==> src/rtl/vga_sync_gen.sv <==
// rtl/vga_sync_gen.sv - VGA raster timing generator: pixel divider, h/v counters, registered sync/visible/coordinate outputs
module vga_sync_gen #(
   parameter int   CLK_DIV   = 4,
   parameter int   H_VISIBLE = 640,
   parameter int   H_FRONT   = 16,
   parameter int   H_SYNC    = 96,
   parameter int   H_BACK    = 48,
   parameter int   V_VISIBLE = 480,
   parameter int   V_FRONT   = 10,
   parameter int   V_SYNC    = 2,
   parameter int   V_BACK    = 33,
   parameter logic SYNC_POL  = 1'b0
) (
   input  logic       clk,
   input  logic       rst_n,
   output logic       hsync,
   output logic       vsync,
   output logic       h_visable,
   output logic       v_visable,
   output logic [9:0] pixel_x,
   output logic [9:0] pixel_y,
   output logic       pix_tick,
   output logic       frame_start
);

   localparam int H_TOTAL = H_VISIBLE + H_FRONT + H_SYNC + H_BACK;
   localparam int V_TOTAL = V_VISIBLE + V_FRONT + V_SYNC + V_BACK;

   // Counter wrap points; the reset position is the last (blanked) slot of the frame
   localparam logic [3:0]  DIV_LAST = 4'(CLK_DIV - 1);
   localparam logic [9:0]  H_LAST   = 10'(H_TOTAL - 1);
   localparam logic [9:0]  V_LAST   = 10'(V_TOTAL - 1);

   // Decode boundaries kept one bit wider so an end bound of 1024 does not alias to 0
   localparam logic [10:0] H_VIS_END = 11'(H_VISIBLE);
   localparam logic [10:0] HS_BEG    = 11'(H_VISIBLE + H_FRONT);
   localparam logic [10:0] HS_END    = 11'(H_VISIBLE + H_FRONT + H_SYNC);
   localparam logic [10:0] V_VIS_END = 11'(V_VISIBLE);
   localparam logic [10:0] VS_BEG    = 11'(V_VISIBLE + V_FRONT);
   localparam logic [10:0] VS_END    = 11'(V_VISIBLE + V_FRONT + V_SYNC);

   logic [3:0] div_cnt;
   logic [9:0] h_cnt;
   logic [9:0] v_cnt;

   logic       pix_en;
   logic [3:0] div_nxt;
   logic [9:0] h_nxt;
   logic [9:0] v_nxt;

   logic       h_vis_nxt;
   logic       v_vis_nxt;
   logic       hs_act_nxt;
   logic       vs_act_nxt;
   logic       origin_nxt;

   // Next-state counters: the divider always runs, the raster advances only on the last divider slot
   always_comb begin
      pix_en  = (div_cnt == DIV_LAST);
      div_nxt = pix_en ? 4'd0 : div_cnt + 4'd1;
      h_nxt   = h_cnt;
      v_nxt   = v_cnt;
      if (pix_en) begin
         if (h_cnt == H_LAST) begin
            h_nxt = 10'd0;
            v_nxt = (v_cnt == V_LAST) ? 10'd0 : v_cnt + 10'd1;
         end else begin
            h_nxt = h_cnt + 10'd1;
         end
      end
   end

   // Decode the next position so the registered outputs line up with the counters
   always_comb begin
      h_vis_nxt  = ({1'b0, h_nxt} < H_VIS_END);
      v_vis_nxt  = ({1'b0, v_nxt} < V_VIS_END);
      hs_act_nxt = ({1'b0, h_nxt} >= HS_BEG) && ({1'b0, h_nxt} < HS_END);
      vs_act_nxt = ({1'b0, v_nxt} >= VS_BEG) && ({1'b0, v_nxt} < VS_END);
      origin_nxt = (h_nxt == 10'd0) && (v_nxt == 10'd0);
   end

   // Divider and raster position state
   always_ff @(posedge clk) begin
      if (!rst_n) begin
         div_cnt <= 4'd0;
         h_cnt   <= H_LAST;
         v_cnt   <= V_LAST;
      end else begin
         div_cnt <= div_nxt;
         h_cnt   <= h_nxt;
         v_cnt   <= v_nxt;
      end
   end

   // Registered timing outputs, updated on the same edge as the counters
   always_ff @(posedge clk) begin
      if (!rst_n) begin
         hsync       <= ~SYNC_POL;
         vsync       <= ~SYNC_POL;
         h_visable   <= 1'b0;
         v_visable   <= 1'b0;
         pixel_x     <= 10'd0;
         pixel_y     <= 10'd0;
         pix_tick    <= 1'b0;
         frame_start <= 1'b0;
      end else begin
         hsync       <= hs_act_nxt ? SYNC_POL : ~SYNC_POL;
         vsync       <= vs_act_nxt ? SYNC_POL : ~SYNC_POL;
         h_visable   <= h_vis_nxt;
         v_visable   <= v_vis_nxt;
         pixel_x     <= h_vis_nxt ? h_nxt : 10'd0;
         pixel_y     <= v_vis_nxt ? v_nxt : 10'd0;
         pix_tick    <= pix_en;
         frame_start <= pix_en && origin_nxt;
      end
   end

endmodule

==> config.mk <==
export PLATFORM = sky130hd
export DESIGN_NAME = vga_sync_gen
export DESIGN_NICKNAME = d
export VERILOG_FILES = /design/src/rtl/vga_sync_gen.sv
export SDC_FILE = /design/constraint.sdc
export NUM_CORES = 1
export LEC_CHECK = 0
export CAP_MARGIN = 25
export CORE_MARGIN = 5
export CORE_UTILIZATION = 58
export DETAILED_ROUTE_END_ITERATION = 6
export PLACE_DENSITY = 0.83
export SKIP_CTS_REPAIR_TIMING = 1
export SLEW_MARGIN = 10
export SYNTH_ARGS = -nofsm -noshare
export SYNTH_HDL_FRONTEND = slang
export SYNTH_SLANG_ARGS = --single-unit
==> constraint.sdc <==
create_clock -name clk -period 3.35 [get_ports clk]
set_input_delay 0.335 -clock clk [delete_from_list [all_inputs] [get_ports clk]]
set_output_delay 0.335 -clock clk [all_outputs]
set_load 0.03 [all_outputs]
======== Word level (Yosys, flattened, before mapping) ========
Cells that the tools add are included.
word-level totals
  word-level logic and storage cells ...... 40
  output and inout port bits .............. 26
  memories ................................ 0
  bits in writable memories ............... 0
  memory bits (read-only) ................. 0
  input port bits ......................... 2
  flip-flop bits (word level) ............. 50
  latch bits .............................. 0
cells by class
  bitwise logic cells ..................... 1
  $add $sub $neg .......................... 3
  order comparisons ....................... 6
  multiplexer cells ....................... 7
  shift operators ......................... 0
  div/mod/pow operators ................... 0
  reduce and logical (&&, ||, !) cells .... 9
  equal/unequal tests ..................... 3
  multiply operators ...................... 0
operators by type and width
  cell                     count
  $mux W10                 5
  $add A10 B1 Y10 const B  2
  $eq A10 B10 Y1 const B   2
  $logic_not A10 Y1        2
  $lt A10 B10 Y1 const B   2
  $lt A10 B9 Y1 const B    2
  $ge A10 B10 Y1 const B   1
  $ge A10 B9 Y1 const B    1
  $add A4 B1 Y4 const B    1
  $eq A4 B2 Y1 const B     1
  $logic_and A1 B1 Y1      4
  $reduce_and A2 Y1        2
  $mux W1                  2
  $reduce_or A2 Y1         1
  $not A1 Y1               1

======== Longest topological paths before layout ========
  depth in word-level cells ............... 7
  mapped depth ............................ 9

======== Worst setup path after synthesis ========
OpenSTA, ideal clock, no wires.
  path type ............................... register to register
  start point ............................. register h_cnt[0]
  end point ............................... register v_visable
  path slack .............................. 1.075 ns
  period minus slack after synthesis ...... 2.275 ns
  stages on the path, launching flop included .. 9
  data arrival time ....................... 2.141 ns
  cells stage by stage .................... dfxtp_1 ha_1 and4_1 buf_4 nand4_4 nor4_4 xnor2_1 o41ai_4 inv_1
between the ends
  longest elaborated chain between the ends .. 4
ends and longest elaborated chain
  element                 RTL line  text
  from (decl)             43        logic [9:0] h_cnt;
  from (signal assigned)  90        h_cnt <= h_nxt;
  $eq A10 B10 Y1          64        if (h_cnt == H_LAST) begin
  $mux W10                64
  $mux W10                63        if (pix_en) begin
  $lt A10 B9 Y1           76        v_vis_nxt = ({1'b0, v_nxt} < V_VIS_END);
  to (signal assigned)    110       v_visable <= v_vis_nxt;
  to (decl)               19        output logic v_visable,
Every way passes these cells.
A chain may end at the register's enable or synchronous reset.

======== Final worst setup path ========
  start point ............................. register h_cnt[0]
  end point ............................... register pixel_y[5]
between the ends
  longest elaborated chain between the ends .. 5
ends and longest elaborated chain
  element                      RTL line  text
  $eq A10 B10 Y1 (*)           64
  $mux W10 (*)                 64
  $mux W10 (*)                 63
  $lt A10 B9 Y1                76
  $reduce_and A2 Y1 (no line)  n/a
  to (signal assigned)         112       pixel_y <= v_vis_nxt ? v_nxt : 10'd0;
  to (decl)                    21        output logic [9:0] pixel_y,
Mark *: on every way between the ends. The rest lies on a longest branch, timed or not.

==> impl_metrics.yaml <==
floorplan:
  ios: 28
  die_h_um: 70.63
  die_area_um2: 4989
  die_w_um: 70.63
  start_util_pct: 59.13
  num_rows: 22
  core-area_um2: 3606
synth:
  syn_nets: 233
  syn_inst: 227
  synth_edf_count: 0
  syn_area_um2: 2132
  synth_cell_types: 50
  synth_seq_cells: 50
  synthArstFlopShare_pct: 0
  ys_seq_area_share_pct: 46.95
  yosysWarnings: 0
  postSynthAreaPerCell_um2: 9.392
  synth-main-ff-cell: "dfxtp_1"
cts:
  cts_tree: "done"
  clock_latency_ns: 0.30
  htreeDepth: 2
  cts_buffer_depth: 2
  cts-buffers-inserted: 5
  clock-sinks: 50
  clk_pin_slew_ns: 0.08
  root_buffer: "clkbuf_8"
setup_path:
  critPathBufInv: 0
  r2r_start: "h_cnt[0]$_SDFF_PN1_"
  worstRegToRegCells: 7
  crit_chain: "ha_1 -> and4_1 -> nand4_4 -> nor4_4 -> xnor2_1 -> o41ai_4 -> nor2_1"
  crit_fanout: 13
  rr_endpoint: "pixel_y[5]$_SDFF_PN0_"
  path_delay_family: "simple AND/OR/NAND/NOR gates"
  cpPeakStageDelay_ns: 0.72
  worstSetupStartpointType: "register"
  r2r_setup_slack_ns: 0.42
  path_class: "register to register"
  slowest_stage: "o41ai_4"
  arrival_ns: 3.09
  endpoint_kind: "register"
  required_ns: 3.51
power:
  ir_drop_mv: 0.3055
  power.share.sequential_pct: 51.8
  intPower_mw: 0.9088
  switchingPower_mw: 0.3325
  p_per_area_nw_per_um2: 487.0
  power_frac_comb_pct: 16.6
  power.clock.fraction_pct: 31.6
  p_leak_nw: 0.9734
  switching_share_pct: 26.79
route:
  post_drt_wl_per_cell_um: 14.88
  ant_nets: 0
  drtIter0Drc: 144
  drc_errors: 0
  vias: 1742
  routed_wl_um: 4508
  drt-vias-per-instance: 5.749
  drtPass1Iterations: 4
grt:
  grt_pass1_vias: 1615
  grt_first_pass_wirelength_um: 7693
  grt_usage_pct: 19.43
  grt_remaining_overflow: 0
  grt_max_degree: 15
  antenna_found_initial: 0
cells_and_area:
  syn2layout_area_growth_pct: 19.54
  nets: 260
  fillers: 286
  diodes: 0
  layout-drive-gt1-share_pct: 7.451
  final_area_um2: 2549
outcome:
  status: "finished clean"
min_path:
  min_from: "div_cnt[0]$_SDFF_PP0_"
  min_to: "div_cnt[0]$_SDFF_PP0_"
  whs_path_depth: 1
  hp-class: "register to register"
placement:
  gp_congestion: 0.9084
  place_hpwl_um: 3210
  port_buffers: 27
  detailedPlace.worstSlack_ns: 0.5260
  placed_cell_area_um2: 2439
sta:
  max_slew.worst_pin.slew_ns: 0.6556
  finalSetupTns_ns: 0
  max-slew-margin-rel_pct: 56.15
  drv_slew: 0
  rsz0062_at_grt: "false"
  hold_viol: 0
  period_needed_ns: 2.927
  timing.final.ws_setup_ns: 0.4229
  setup_violations: 0
  timing.fmax_ghz: 0.3416
  fin_skew_ns: 0.004420
  post-route-period-util_pct: 87.37
flow_run:
  drv_cap: 0
-- state kept, by name (all words and copies together), names as in the netlist, 4 cells and up --
signal	count
h_cnt	10
pixel_x	10
pixel_y	10
v_cnt	10
div_cnt	4
-- worst max path at each step --
stage	start	endpoint	slack [ns]	depth (start not counted)
2_1_floorplan	h_cnt[0]$_SDFF_PN1_	v_visable$_SDFF_PN0_	1.08	8
3_3_place_gp	h_cnt[0]$_SDFF_PN1_	v_visable$_SDFF_PN0_	0.70	7
3_5_place_dp	h_cnt[0]$_SDFF_PN1_	pixel_y[5]$_SDFF_PN0_	0.53	7
4_1_cts	h_cnt[0]$_SDFF_PN1_	pixel_y[5]$_SDFF_PN0_	0.51	7
5_1_grt	div_cnt[0]$_SDFF_PP0_	pixel_y[3]$_SDFF_PN0_	0.23	7
6_report	h_cnt[0]$_SDFF_PN1_	pixel_y[5]$_SDFF_PN0_	0.42	7
-- worst reg2reg max path, delay by kind of cell (launching register included) --
kind | cells | cell delay [ns]
AO/OA/AOI/OAI | 1 | 0.72
XOR/XNOR | 1 | 0.21
adder cells (fa/ha/maj) | 1 | 0.28
flip-flops | 1 | 0.42
AND/OR/NAND/NOR | 4 | 1.16
-- per-layer routing --
metal  GRT usage [%]  up-vias  part of all wire (%)
li1                -      846                     -
met1           27.92      806                    48
met2           26.09       76                    42
met3           5.682       14                   6.3
met4           10.23        0                   3.1
met5               0        -                     0
-- cell usage after synthesis, drive strengths merged, types with 2 or more instances --
cell,count,area share (%)
a21boi,2,0.70
or3,2,0.59
o41ai,2,1.7
nor2b,10,2.9
nand2b,2,0.59
mux2i,4,1.9
and2,4,1.2
nand3,11,2.6
nand4,6,2.5
inv,6,1.1
a22oi,2,0.70
nand2,19,3.3
nor3,5,1.2
a21oi,7,1.8
nor2,29,5.1
and3,4,1.2
o22ai,2,0.59
xnor2,5,2.1
nor4,6,2.8
o21ai,4,1.1
ha,4,2.3
nor3b,5,2.5
xor2,9,3.7
dfxtp,50,47
buf,2,0.59
clkbuf,7,1.2
and4,4,1.6
-- area by class of cell --
| type | count | area [um^2] | share of cell area (%) |
|---|---|---|---|
| clock buffers | 8 | 110.1 | 4.320 |
| inverters | 6 | 22.52 | 0.8837 |
| multi-input cells | 162 | 1070 | 41.97 |
| flip-flops and latches | 50 | 1001 | 39.27 |
| well taps | 48 | 60.06 | 2.356 |
| repair buffers | 29 | 285.3 | 11.19 |
-- logic make-up (layout without fill, tap and decap cells) --
group / Yosys count / count (layout) / synth area share [%]
simple gates: 114 / 114 / 30.93
flops: 50 / 50 / 46.95
compound gates: 25 / 25 / 9.096
buf+inv: 15 / 43 / 2.876
xor+xnor: 14 / 14 / 5.751
fa+ha+maj: 4 / 4 / 2.348
mux: 4 / 4 / 1.878
other cells: 1 / 1 / 0.1759
-- cell usage in the layout, fill, tap and decap left out, types with 5 or more instances in the layout --
cell	Yosys	routed
nor2_1	29	29
clkdlybuf4s50_1	0	27
nand3_1	11	11
nor2b_1	10	10
a21oi_1	6	6
xor2_1	9	9
nor3_1	5	5
nand4_1	5	5
xnor2_1	5	5
clkbuf_8	0	8
dfxtp_1	50	50
inv_1	6	6
nand2_1	19	19
-- metrics by stage --
stage	utilization, %	cells	total power [mW]	hold WS (ns)
final	70.68	303	1.241	0.4459
after global routing	70.68	303	1.297	0.4870
after CTS	70.68	303	1.250	0.4501
after detailed placement	67.63	295	0.8589	0.4381
after global placement	67.63	295	0.8560	0.4253
after floorplan	-	227	0.8035	0.4175
-- power by group through the flow --
stage	Sequential [mW]	Combinational, mW	Clock, mW
3_5_place_dp	0.656	0.203	0
6_report	0.643	0.206	0.392
4_1_cts	0.643	0.204	0.403
5_1_grt	0.647	0.222	0.427
3_3_place_gp	0.656	0.200	0
2_1_floorplan	0.683	0.121	0
No activity file was read; power rests on OpenSTA's default activity.
